`config.mk`:
```
export PLATFORM = sky130hd
export DESIGN_NAME = instr_encoder
export DESIGN_NICKNAME = d
export VERILOG_FILES = /design/src/rtl/mips_isa_pkg.sv /design/src/rtl/instr_enc_core.sv /design/src/rtl/instr_encoder.sv
export SDC_FILE = /design/constraint.sdc
export NUM_CORES = 1
export LEC_CHECK = 0
export CORE_MARGIN = 3
export CORE_UTILIZATION = 39
export DETAILED_ROUTE_END_ITERATION = 16
export PLACE_DENSITY = 0.9
export SLEW_MARGIN = 20
export SYNTH_ARGS = -nofsm -noshare
export SYNTH_HDL_FRONTEND = slang
export SYNTH_SLANG_ARGS = --single-unit
```
`constraint.sdc`:
```
create_clock -name clk_i -period 1.8 [get_ports clk_i]
set_input_delay 0.18 -clock clk_i [delete_from_list [all_inputs] [get_ports clk_i]]
set_output_delay 0.18 -clock clk_i [all_outputs]
set_load 0.01 [all_outputs]
```
`src/rtl/mips_isa_pkg.sv`:
```
// Shared MIPS-subset ISA definitions: operation enum, opcodes, funct codes and field packers.
// Used by the encoder here and by the decoder elsewhere in the codebase.
package mips_isa_pkg;

  typedef enum logic [3:0] {
    OP_ADD  = 4'd0,
    OP_SUB  = 4'd1,
    OP_AND  = 4'd2,
    OP_OR   = 4'd3,
    OP_SLT  = 4'd4,
    OP_ADDI = 4'd5,
    OP_LW   = 4'd6,
    OP_SW   = 4'd7,
    OP_BEQ  = 4'd8,
    OP_BNE  = 4'd9,
    OP_J    = 4'd10,
    OP_JAL  = 4'd11
  } op_e;

  localparam logic [5:0] OPC_RTYPE = 6'h00;
  localparam logic [5:0] OPC_ADDI  = 6'h08;
  localparam logic [5:0] OPC_LW    = 6'h23;
  localparam logic [5:0] OPC_SW    = 6'h2B;
  localparam logic [5:0] OPC_BEQ   = 6'h04;
  localparam logic [5:0] OPC_BNE   = 6'h05;
  localparam logic [5:0] OPC_J     = 6'h02;
  localparam logic [5:0] OPC_JAL   = 6'h03;

  localparam logic [5:0] FUNCT_ADD = 6'h20;
  localparam logic [5:0] FUNCT_SUB = 6'h22;
  localparam logic [5:0] FUNCT_AND = 6'h24;
  localparam logic [5:0] FUNCT_OR  = 6'h25;
  localparam logic [5:0] FUNCT_SLT = 6'h2A;

  function automatic logic [31:0] pack_r(input logic [4:0] rs, input logic [4:0] rt,
                                         input logic [4:0] rd, input logic [5:0] funct);
    return {OPC_RTYPE, rs, rt, rd, 5'h00, funct};
  endfunction

  function automatic logic [31:0] pack_i(input logic [5:0] opc, input logic [4:0] rs,
                                         input logic [4:0] rt, input logic [15:0] imm);
    return {opc, rs, rt, imm};
  endfunction

  function automatic logic [31:0] pack_j(input logic [5:0] opc, input logic [25:0] target);
    return {opc, target};
  endfunction

endpackage

```
`src/rtl/instr_enc_core.sv`:
```
// Combinational field packer: operation plus operand fields -> 32-bit instruction word.
// Illegal operations produce an all-zero word (NOP) and raise the illegal flag.
module instr_enc_core
  import mips_isa_pkg::*;
(
  input  logic [3:0]  op,
  input  logic [4:0]  rs,
  input  logic [4:0]  rt,
  input  logic [4:0]  rd,
  input  logic [15:0] imm,
  input  logic [25:0] target,
  output logic [31:0] word,
  output logic        illegal
);

  always_comb begin
    word    = '0;
    illegal = 1'b0;
    case (op)
      OP_ADD:  word = pack_r(rs, rt, rd, FUNCT_ADD);
      OP_SUB:  word = pack_r(rs, rt, rd, FUNCT_SUB);
      OP_AND:  word = pack_r(rs, rt, rd, FUNCT_AND);
      OP_OR:   word = pack_r(rs, rt, rd, FUNCT_OR);
      OP_SLT:  word = pack_r(rs, rt, rd, FUNCT_SLT);
      OP_ADDI: word = pack_i(OPC_ADDI, rs, rt, imm);
      OP_LW:   word = pack_i(OPC_LW, rs, rt, imm);
      OP_SW:   word = pack_i(OPC_SW, rs, rt, imm);
      OP_BEQ:  word = pack_i(OPC_BEQ, rs, rt, imm);
      OP_BNE:  word = pack_i(OPC_BNE, rs, rt, imm);
      OP_J:    word = pack_j(OPC_J, target);
      OP_JAL:  word = pack_j(OPC_JAL, target);
      default: illegal = 1'b1;
    endcase
  end

endmodule

```
`src/rtl/instr_encoder.sv`:
```
// Instruction encoder: accepts encode requests and writes packed words to instruction memory.
// Optional macro INSTR_ENCODER_ILLEGAL_TRAP_EN turns illegal ops into a sticky error with no write.
module instr_encoder
  import mips_isa_pkg::*;
(
  input  logic        clk_i,
  input  logic        rst_i,
  input  logic        start_i,
  input  logic [31:0] base_addr_i,
  input  logic        in_valid_i,
  output logic        in_ready_o,
  input  logic [3:0]  op_i,
  input  logic [4:0]  rs_i,
  input  logic [4:0]  rt_i,
  input  logic [4:0]  rd_i,
  input  logic [15:0] imm_i,
  input  logic [25:0] target_i,
  output logic        mem_we_o,
  output logic [31:0] mem_addr_o,
  output logic [31:0] mem_data_o,
  input  logic        mem_ack_i,
  output logic [15:0] count_o,
  output logic        err_o,
  output logic        busy_o
);

  typedef enum logic [1:0] {IDLE, READY, WRITE} state_e;

  state_e      state_q, state_d;
  logic [31:0] addr_q, data_q;
  logic [15:0] count_q;
  logic        err_q;
  logic [31:0] enc_word;
  logic        enc_illegal;
  logic        ack, accept, emit;
  logic        unused_base;

  assign unused_base = ^base_addr_i[1:0];

  instr_enc_core u_core (
    .op      (op_i),
    .rs      (rs_i),
    .rt      (rt_i),
    .rd      (rd_i),
    .imm     (imm_i),
    .target  (target_i),
    .word    (enc_word),
    .illegal (enc_illegal)
  );

`ifdef INSTR_ENCODER_ILLEGAL_TRAP_EN
  assign emit = ~enc_illegal;
`else
  logic unused_illegal;
  assign unused_illegal = enc_illegal;
  assign emit = 1'b1;
`endif

  assign ack        = (state_q == WRITE) & mem_ack_i;
  assign in_ready_o = ~start_i & ((state_q == READY) | ack);
  assign accept     = in_valid_i & in_ready_o;

  always_comb begin
    state_d = state_q;
    if (start_i) begin
      state_d = READY;
    end else begin
      case (state_q)
        READY:   if (accept && emit) state_d = WRITE;
        // Ack with a new request chains straight into the next write.
        WRITE:   if (ack) state_d = (accept && emit) ? WRITE : READY;
        default: state_d = state_q;
      endcase
    end
  end

  always_ff @(posedge clk_i) begin
    if (rst_i) begin
      state_q <= IDLE;
      addr_q  <= '0;
      data_q  <= '0;
      count_q <= '0;
      err_q   <= 1'b0;
    end else begin
      state_q <= state_d;
      if (start_i) begin
        addr_q  <= {base_addr_i[31:2], 2'b00};
        count_q <= '0;
        err_q   <= 1'b0;
      end else begin
        if (ack) begin
          addr_q <= addr_q + 32'd4;
          if (count_q != '1) count_q <= count_q + 16'd1;
        end
        if (accept && emit) data_q <= enc_word;
        if (accept && !emit) err_q <= 1'b1;
      end
    end
  end

  assign mem_we_o   = (state_q == WRITE);
  assign busy_o     = (state_q == WRITE);
  assign mem_addr_o = addr_q;
  assign mem_data_o = data_q;
  assign count_o    = count_q;
  assign err_o      = err_q;

endmodule
```
==> summary.txt, run 1 <==
status - finished with violations
failing checks - negative setup slack
CTS Hold Bufs - 0
Worst-Skew Late Latency - 0.36 ns
Synth top cells by count - nor2_1 (91), dfxtp_1 (79), nand2_1 (47), a211oi_1 (36), a21oi_1 (36)
Fin Clk Skew - 0.00956 ns
Util after Layout - 0.680
post-synthesis sequential area ratio - 0.370
Top FF cell, synth - dfxtp_1
DRC Markers - 0
CTS tree - yes
Critical Path Source Type - register
post-synth top area cell - dfxtp_1
Die ar. - 12200 um^2
synth unique cells - 59
CTS H-tree lvls - 3
Max Cap Violations - 0
clock root buffer - clkbuf_8
Remaining Overflow, GRT - 0
crit path kind - register to register
vias in the first global route - 5022
unrepaired setup endpoints after global routing - true
Seq. cell area - 1590 um^2
GRT met1 Usage - 0.265
share of the synthesized area in the top cell type - 0.370
Pwr Density - 624 nW/um^2
Port Buffers - 175
Starting Density - 0.406
Critical path origin - state_q[0]
n_diodes - 0
# clock sinks - 79
#FFs+latches synth - 79
Total GRT Usage - 0.234
syn avg cell area - 7.95 um^2
Nets - 863
I/O pin count - 182
Max Root-Sink Buffers - 2
Synth async-reset ratio - 0
RR Startpoint - state_q[0]
M3 GR Usage - 0.0521
most common cell in the synthesized netlist - nor2_1
Total Wirelength - 15.9 mm
final period utilization - 1.07
Detailed Place HPWL - 11.2 mm
Post-Syn Area - 4270 um^2
die width - 111 um
met2 usage - 0.423
final setup margin - -0.120 ns
Critical Path AT - 2.17 ns
fin. max-slew vios - 0
Leakage - 2.71 nW
Fmax - 521 MHz
Die Y - 111 um
min Tclk post-route - 1.92 ns
area of the multi-input gates - 2650 um^2
GR peak layer - met2
Final Hold Viols - 0
Std-Cell Rows - 37
Fillers - 784
initial drt markers - 340
Wirelength per Cell - 17.6 um
drt via density - 5.59
global-route wire length before repair - 24.0 mm
hold wc startpoint - rst_i
Critical Path Fanout Max - 4
Layout area overhead - 67.4%
pin count of the biggest net entering global routing - 42
Critical Path Sink Type - register
DRT Pass-1 Iters - 5
min-delay worst type - input port to register
CTS Buf Count - 9
Core Footprint - 10500 um^2
Placement Setup Slack - -0.221 ns
post-route ant nets - 0
initial antenna violation count - 0
via count - 5046
Ys Warns - 0
GP Congestion - 0.877
Synth Instances - 537
layout cell share with drive strength beyond 1 - 0.179
Max VDD drop - 339 uV
setup tns final - -0.253 ns
Slew @ Worst Pin - 0.661 ns
critical path required time - 2.05 ns
Synth area leaders - dfxtp_1 (37%), nor2_1 (8.0%), a211oi_1 (6.3%), xor2_1 (5.3%), a21oi_1 (4.2%)
Rel. slew slack - 0.560
Reg clk slew, reported paths - 0.09 ns
Final setup viols - 5
Post-synth EDFFs - 0
==> area by class of cell <==
| class | count | area share |
|---|---|---|
| Multi-Input combinational cell | 411 | 0.370 |
| Timing Repair Buffer | 251 | 0.346 |
| Sequential cell | 79 | 0.222 |
| Clock buffer | 14 | 0.0256 |
| Tap cell | 136 | 0.0238 |
| Clock inverter | 2 | 0.00840 |
| Inverter | 9 | 0.00473 |
==> critical path, cell delays in order (launching register included) <==
cell,delay [ns]
dfxtp_2,0.33
inv_2,0.06
ha_4,0.15
buf_12,0.11
buf_6,0.09
and2_4,0.15
nand3_2,0.07
or4b_4,0.56
xor2_1,0.21
nor2_1,0.08
==> power by group <==
part | switching [mW] | leakage, nW | internal, mW
Clock | 0.666 | 0.123 | 0.935
Combinational | 0.426 | 1.94 | 0.544
Sequential | 0.0697 | 0.647 | 1.82
Total | 1.16 | 2.71 | 3.30
==> layout by cell type, fill, tap and decap left out, types with 6 or more instances in the layout <==
| master | count |
|---|---|
| o21ai_0 | 9 |
| nand3_1 | 17 |
| a22oi_1 | 15 |
| xor2_1 | 26 |
| nor3_1 | 15 |
| inv_1 | 8 |
| buf_4 | 63 |
| a22o_1 | 6 |
| a21oi_1 | 35 |
| a211oi_1 | 29 |
| buf_12 | 6 |
| clkdlybuf4s50_1 | 171 |
| nor2_1 | 91 |
| a211oi_2 | 7 |
| mux2i_1 | 9 |
| xnor2_1 | 12 |
| clkbuf_8 | 13 |
| nand4_1 | 11 |
| dfxtp_1 | 75 |
| nand2_1 | 46 |
==> worst paths after layout <==
kind,endpoint,slack [ns],cells past startpoint
worst max-delay path,count_o[7],-0.12,9
worst min-delay path,mem_addr_o[30],0.17,3
worst min register to register,mem_data_o[6],0.47,2
worst max register to register,count_o[7],-0.12,9
==> per-stage QoR <==
stage / hold slack, ns / instance area, um^2 / total power, mW / instances
detailed placement: 0.453 / 6580 / 2.83 / 872
finish: 0.173 / 7150 / 4.46 / 902
global placement: 0.446 / 6580 / 2.79 / 872
global route: 0.178 / 7150 / 4.63 / 902
floorplan: 0.323 / 4320 / 2.30 / 540
CTS: 0.165 / 6830 / 4.41 / 889
==> flip-flops by register name, summed over array words and instances, names as in the netlist <==
signal	cells
count_o	16
mem_addr_o	30
mem_data_o	31
state_q	2
==> kinds of logic (layout without fill, tap and decap cells) <==
group | Yosys count | count (layout) | share of synthesized area
and+or+nand+nor | 227 | 227 | 0.262
AOI/OAI and AO/OA | 128 | 128 | 0.204
DFF | 79 | 79 | 0.370
buffers and inverters | 50 | 276 | 0.0501
xor gates and xnor gates | 39 | 39 | 0.0800
muxes | 9 | 9 | 0.0211
adders and majority gates | 4 | 4 | 0.0117
other | 1 | 4 | 0.000878
==> metal layers <==
metal	vias to the layer above	part of all wire
met4	0	0.030
met1	2384	0.38
met5	-	0
met3	42	0.070
met2	261	0.52
li1	2359	-
==> repair_timing <==
action | in CTS | in global routing
buffers inserted | 1 | 10
endpoints found under the setup margin | 6 | 26
gates cloned | 0 | 4
pin swaps | 3 | 15
hold endpoints to repair | 0 | 0
gates resized for setup | 6 | 32
Power figures use the tool's default switching activity.
==> run 2: changes to the inputs <==
--- a/config.mk
+++ b/config.mk
@@ -5,9 +5,12 @@
 export SDC_FILE = /design/constraint.sdc
 export NUM_CORES = 1
 export LEC_CHECK = 0
+export ABC_AREA = 0
+export CORE_ASPECT_RATIO = 0.8
 export CORE_MARGIN = 3
 export CORE_UTILIZATION = 39
 export DETAILED_ROUTE_END_ITERATION = 16
+export HOLD_SLACK_MARGIN = 0.05
 export PLACE_DENSITY = 0.9
 export SLEW_MARGIN = 20
 export SYNTH_ARGS = -nofsm -noshare
==> run 2 against run 1 <==
Against the previous run:
- fmax is 4.7% higher
- die area hardly changed
- core utilization is 0.90 points lower
- setup slack better by 0.086 ns
- routed wire length is 8.4% lower
- flip-flop and latch count stayed put
- final cell count is 0.11% lower
- sequential share of layout area is 0.43 points higher
- register-to-register slack better by 0.09 ns
- clock power is 19% higher
- critical path type unchanged
- the run still ends with negative setup slack left
==> summary.txt, run 2 (synthesized netlist as in run 1, its figures left out) <==
Critical Path Fanout Max - 6
n_diodes - 0
# clock sinks - 79
final period utilization - 1.02
Reg clk slew, reported paths - 0.06 ns
clock root buffer - clkbuf_16
post-route ant nets - 0
Total Wirelength - 14.5 mm
Layout area overhead - 64.2%
I/O pin count - 182
unrepaired setup endpoints after global routing - true
CTS Buf Count - 9
pin count of the biggest net entering global routing - 45
max reg flops - 31
most frequent cells in the layout - clkdlybuf4s50_1 (173), nor2_1 (91), dfxtp_1 (75)
initial antenna violation count - 0
Final Hold Viols - 0
CTS H-tree lvls - 3
Wirelength per Cell - 16.1 um
Critical Path AT - 2.08 ns
CTS tree - yes
fin. max-slew vios - 0
GP Congestion - 0.890
post-route cell area - 7010 um^2
Max Cap Violations - 0
Nets - 858
Placement Setup Slack - -0.282 ns
final setup margin - -0.0342 ns
CTS Hold Bufs - 0
DRT Pass-1 Iters - 5
RR Startpoint - state_q[0]
Port Buffers - 175
Worst path slowest cell - nor3b_4
DRC Markers - 0
Die ar. - 12200 um^2
Max VDD drop - 448 uV
Core Footprint - 10400 um^2
area of placed instances - 6590 um^2
Max Root-Sink Buffers - 2
slowest stage delay, CP - 0.34 ns
Total GRT Usage - 0.234
vias in the first global route - 4828
Cell Chain, Critical Path - inv_2 -> ha_4 -> and4_4 -> nor3b_4 -> buf_6 -> nand3_2 -> xor2_1 -> a211oi_1
Critical Path Sink Type - register
crit path kind - register to register
Detailed Place HPWL - 10.8 mm
Die Y - 99.6 um
most common cell after layout, fill and taps aside - clkdlybuf4s50_1
hold wc startpoint - rst_i
die width - 123 um
Leakage - 2.65 nW
min Tclk post-route - 1.83 ns
failing checks - negative setup slack
Fmax - 545 MHz
Remaining Overflow, GRT - 0
Starting Density - 0.409
initial drt markers - 249
status - finished with violations
Critical Path Source Type - register
Worst-Skew Late Latency - 0.33 ns
Fin Clk Skew - 0.00528 ns
drt via density - 5.45
min-delay worst type - input port to register
Final setup viols - 5
Std-Cell Rows - 33
global-route wire length before repair - 23.3 mm
Pwr Density - 672 nW/um^2
layout cell share with drive strength beyond 1 - 0.154
critical path required time - 2.04 ns
Critical path origin - state_q[0]
via count - 4914
## run 2: cell count changes in the layout (fill, tap and decap cells not counted), moves of 3 or more
cell	before	now
clkbuf_8	13	3
a211oi_2	7	0
buf_12	6	3
a211oi_1	29	36
clkbuf_16	4	9
buf_4	63	67
## run 2: layer usage
metal,track usage,share of wire,up-vias
met2,0.391,0.48,256
met5,0,0,-
met1,0.291,0.41,2276
met4,0.0757,0.021,0
met3,0.0642,0.090,31
li1,-,-,2351
## run 2: critical path: cells and delay by family (launching register included)
kind	cells	cell delay, ns
compound gates	1	0.22
flops	1	0.32
fa+ha+maj	1	0.14
buf+inv	2	0.25
simple gates	3	0.63
xor+xnor	1	0.17
## run 2: cell type report
class	instances	area, um^2
fillers	752	3430
multi-input cells	411	2580
repair buffers	246	2320
flip-flops and latches	79	1590
clock buffers	14	274
well taps	140	175
clock inverters	2	37.5
inverters	9	33.8
## run 2: worst paths after layout
kind	end	slack, ns	cells past startpoint
setup / recovery	mem_addr_o[19]	-0.03	8
hold / removal	mem_addr_o[30]	0.23	3
setup reg to reg	mem_addr_o[19]	-0.03	8
hold reg to reg	mem_data_o[8]	0.46	2
## run 2: what timing repair did
item | in CTS | in global routing
gates cloned | 0 | 0
pin swaps | 9 | 10
resized for setup | 8 | 12
setup buffers | 4 | 1
setup endpoints to repair | 12 | 21
## run 2: per-stage QoR
stage	power (mW)	TNS, ns	hold WS [ns]	instances	util
after CTS	4.73	-0.0264	0.210	900	0.666
after global routing	4.90	-0.909	0.243	901	0.671
final	4.71	-0.0883	0.226	901	0.671
after detailed placement	2.81	-3.01	0.454	880	0.631
after floorplan	2.30	0	0.323	540	-
after global placement	2.78	-1.65	0.443	880	0.631
## run 2: report_power, final
group	internal [mW]	switching [mW]
sequential	1.83	0.0686
clock	1.19	0.712
combinational	0.512	0.402
total	3.53	1.18
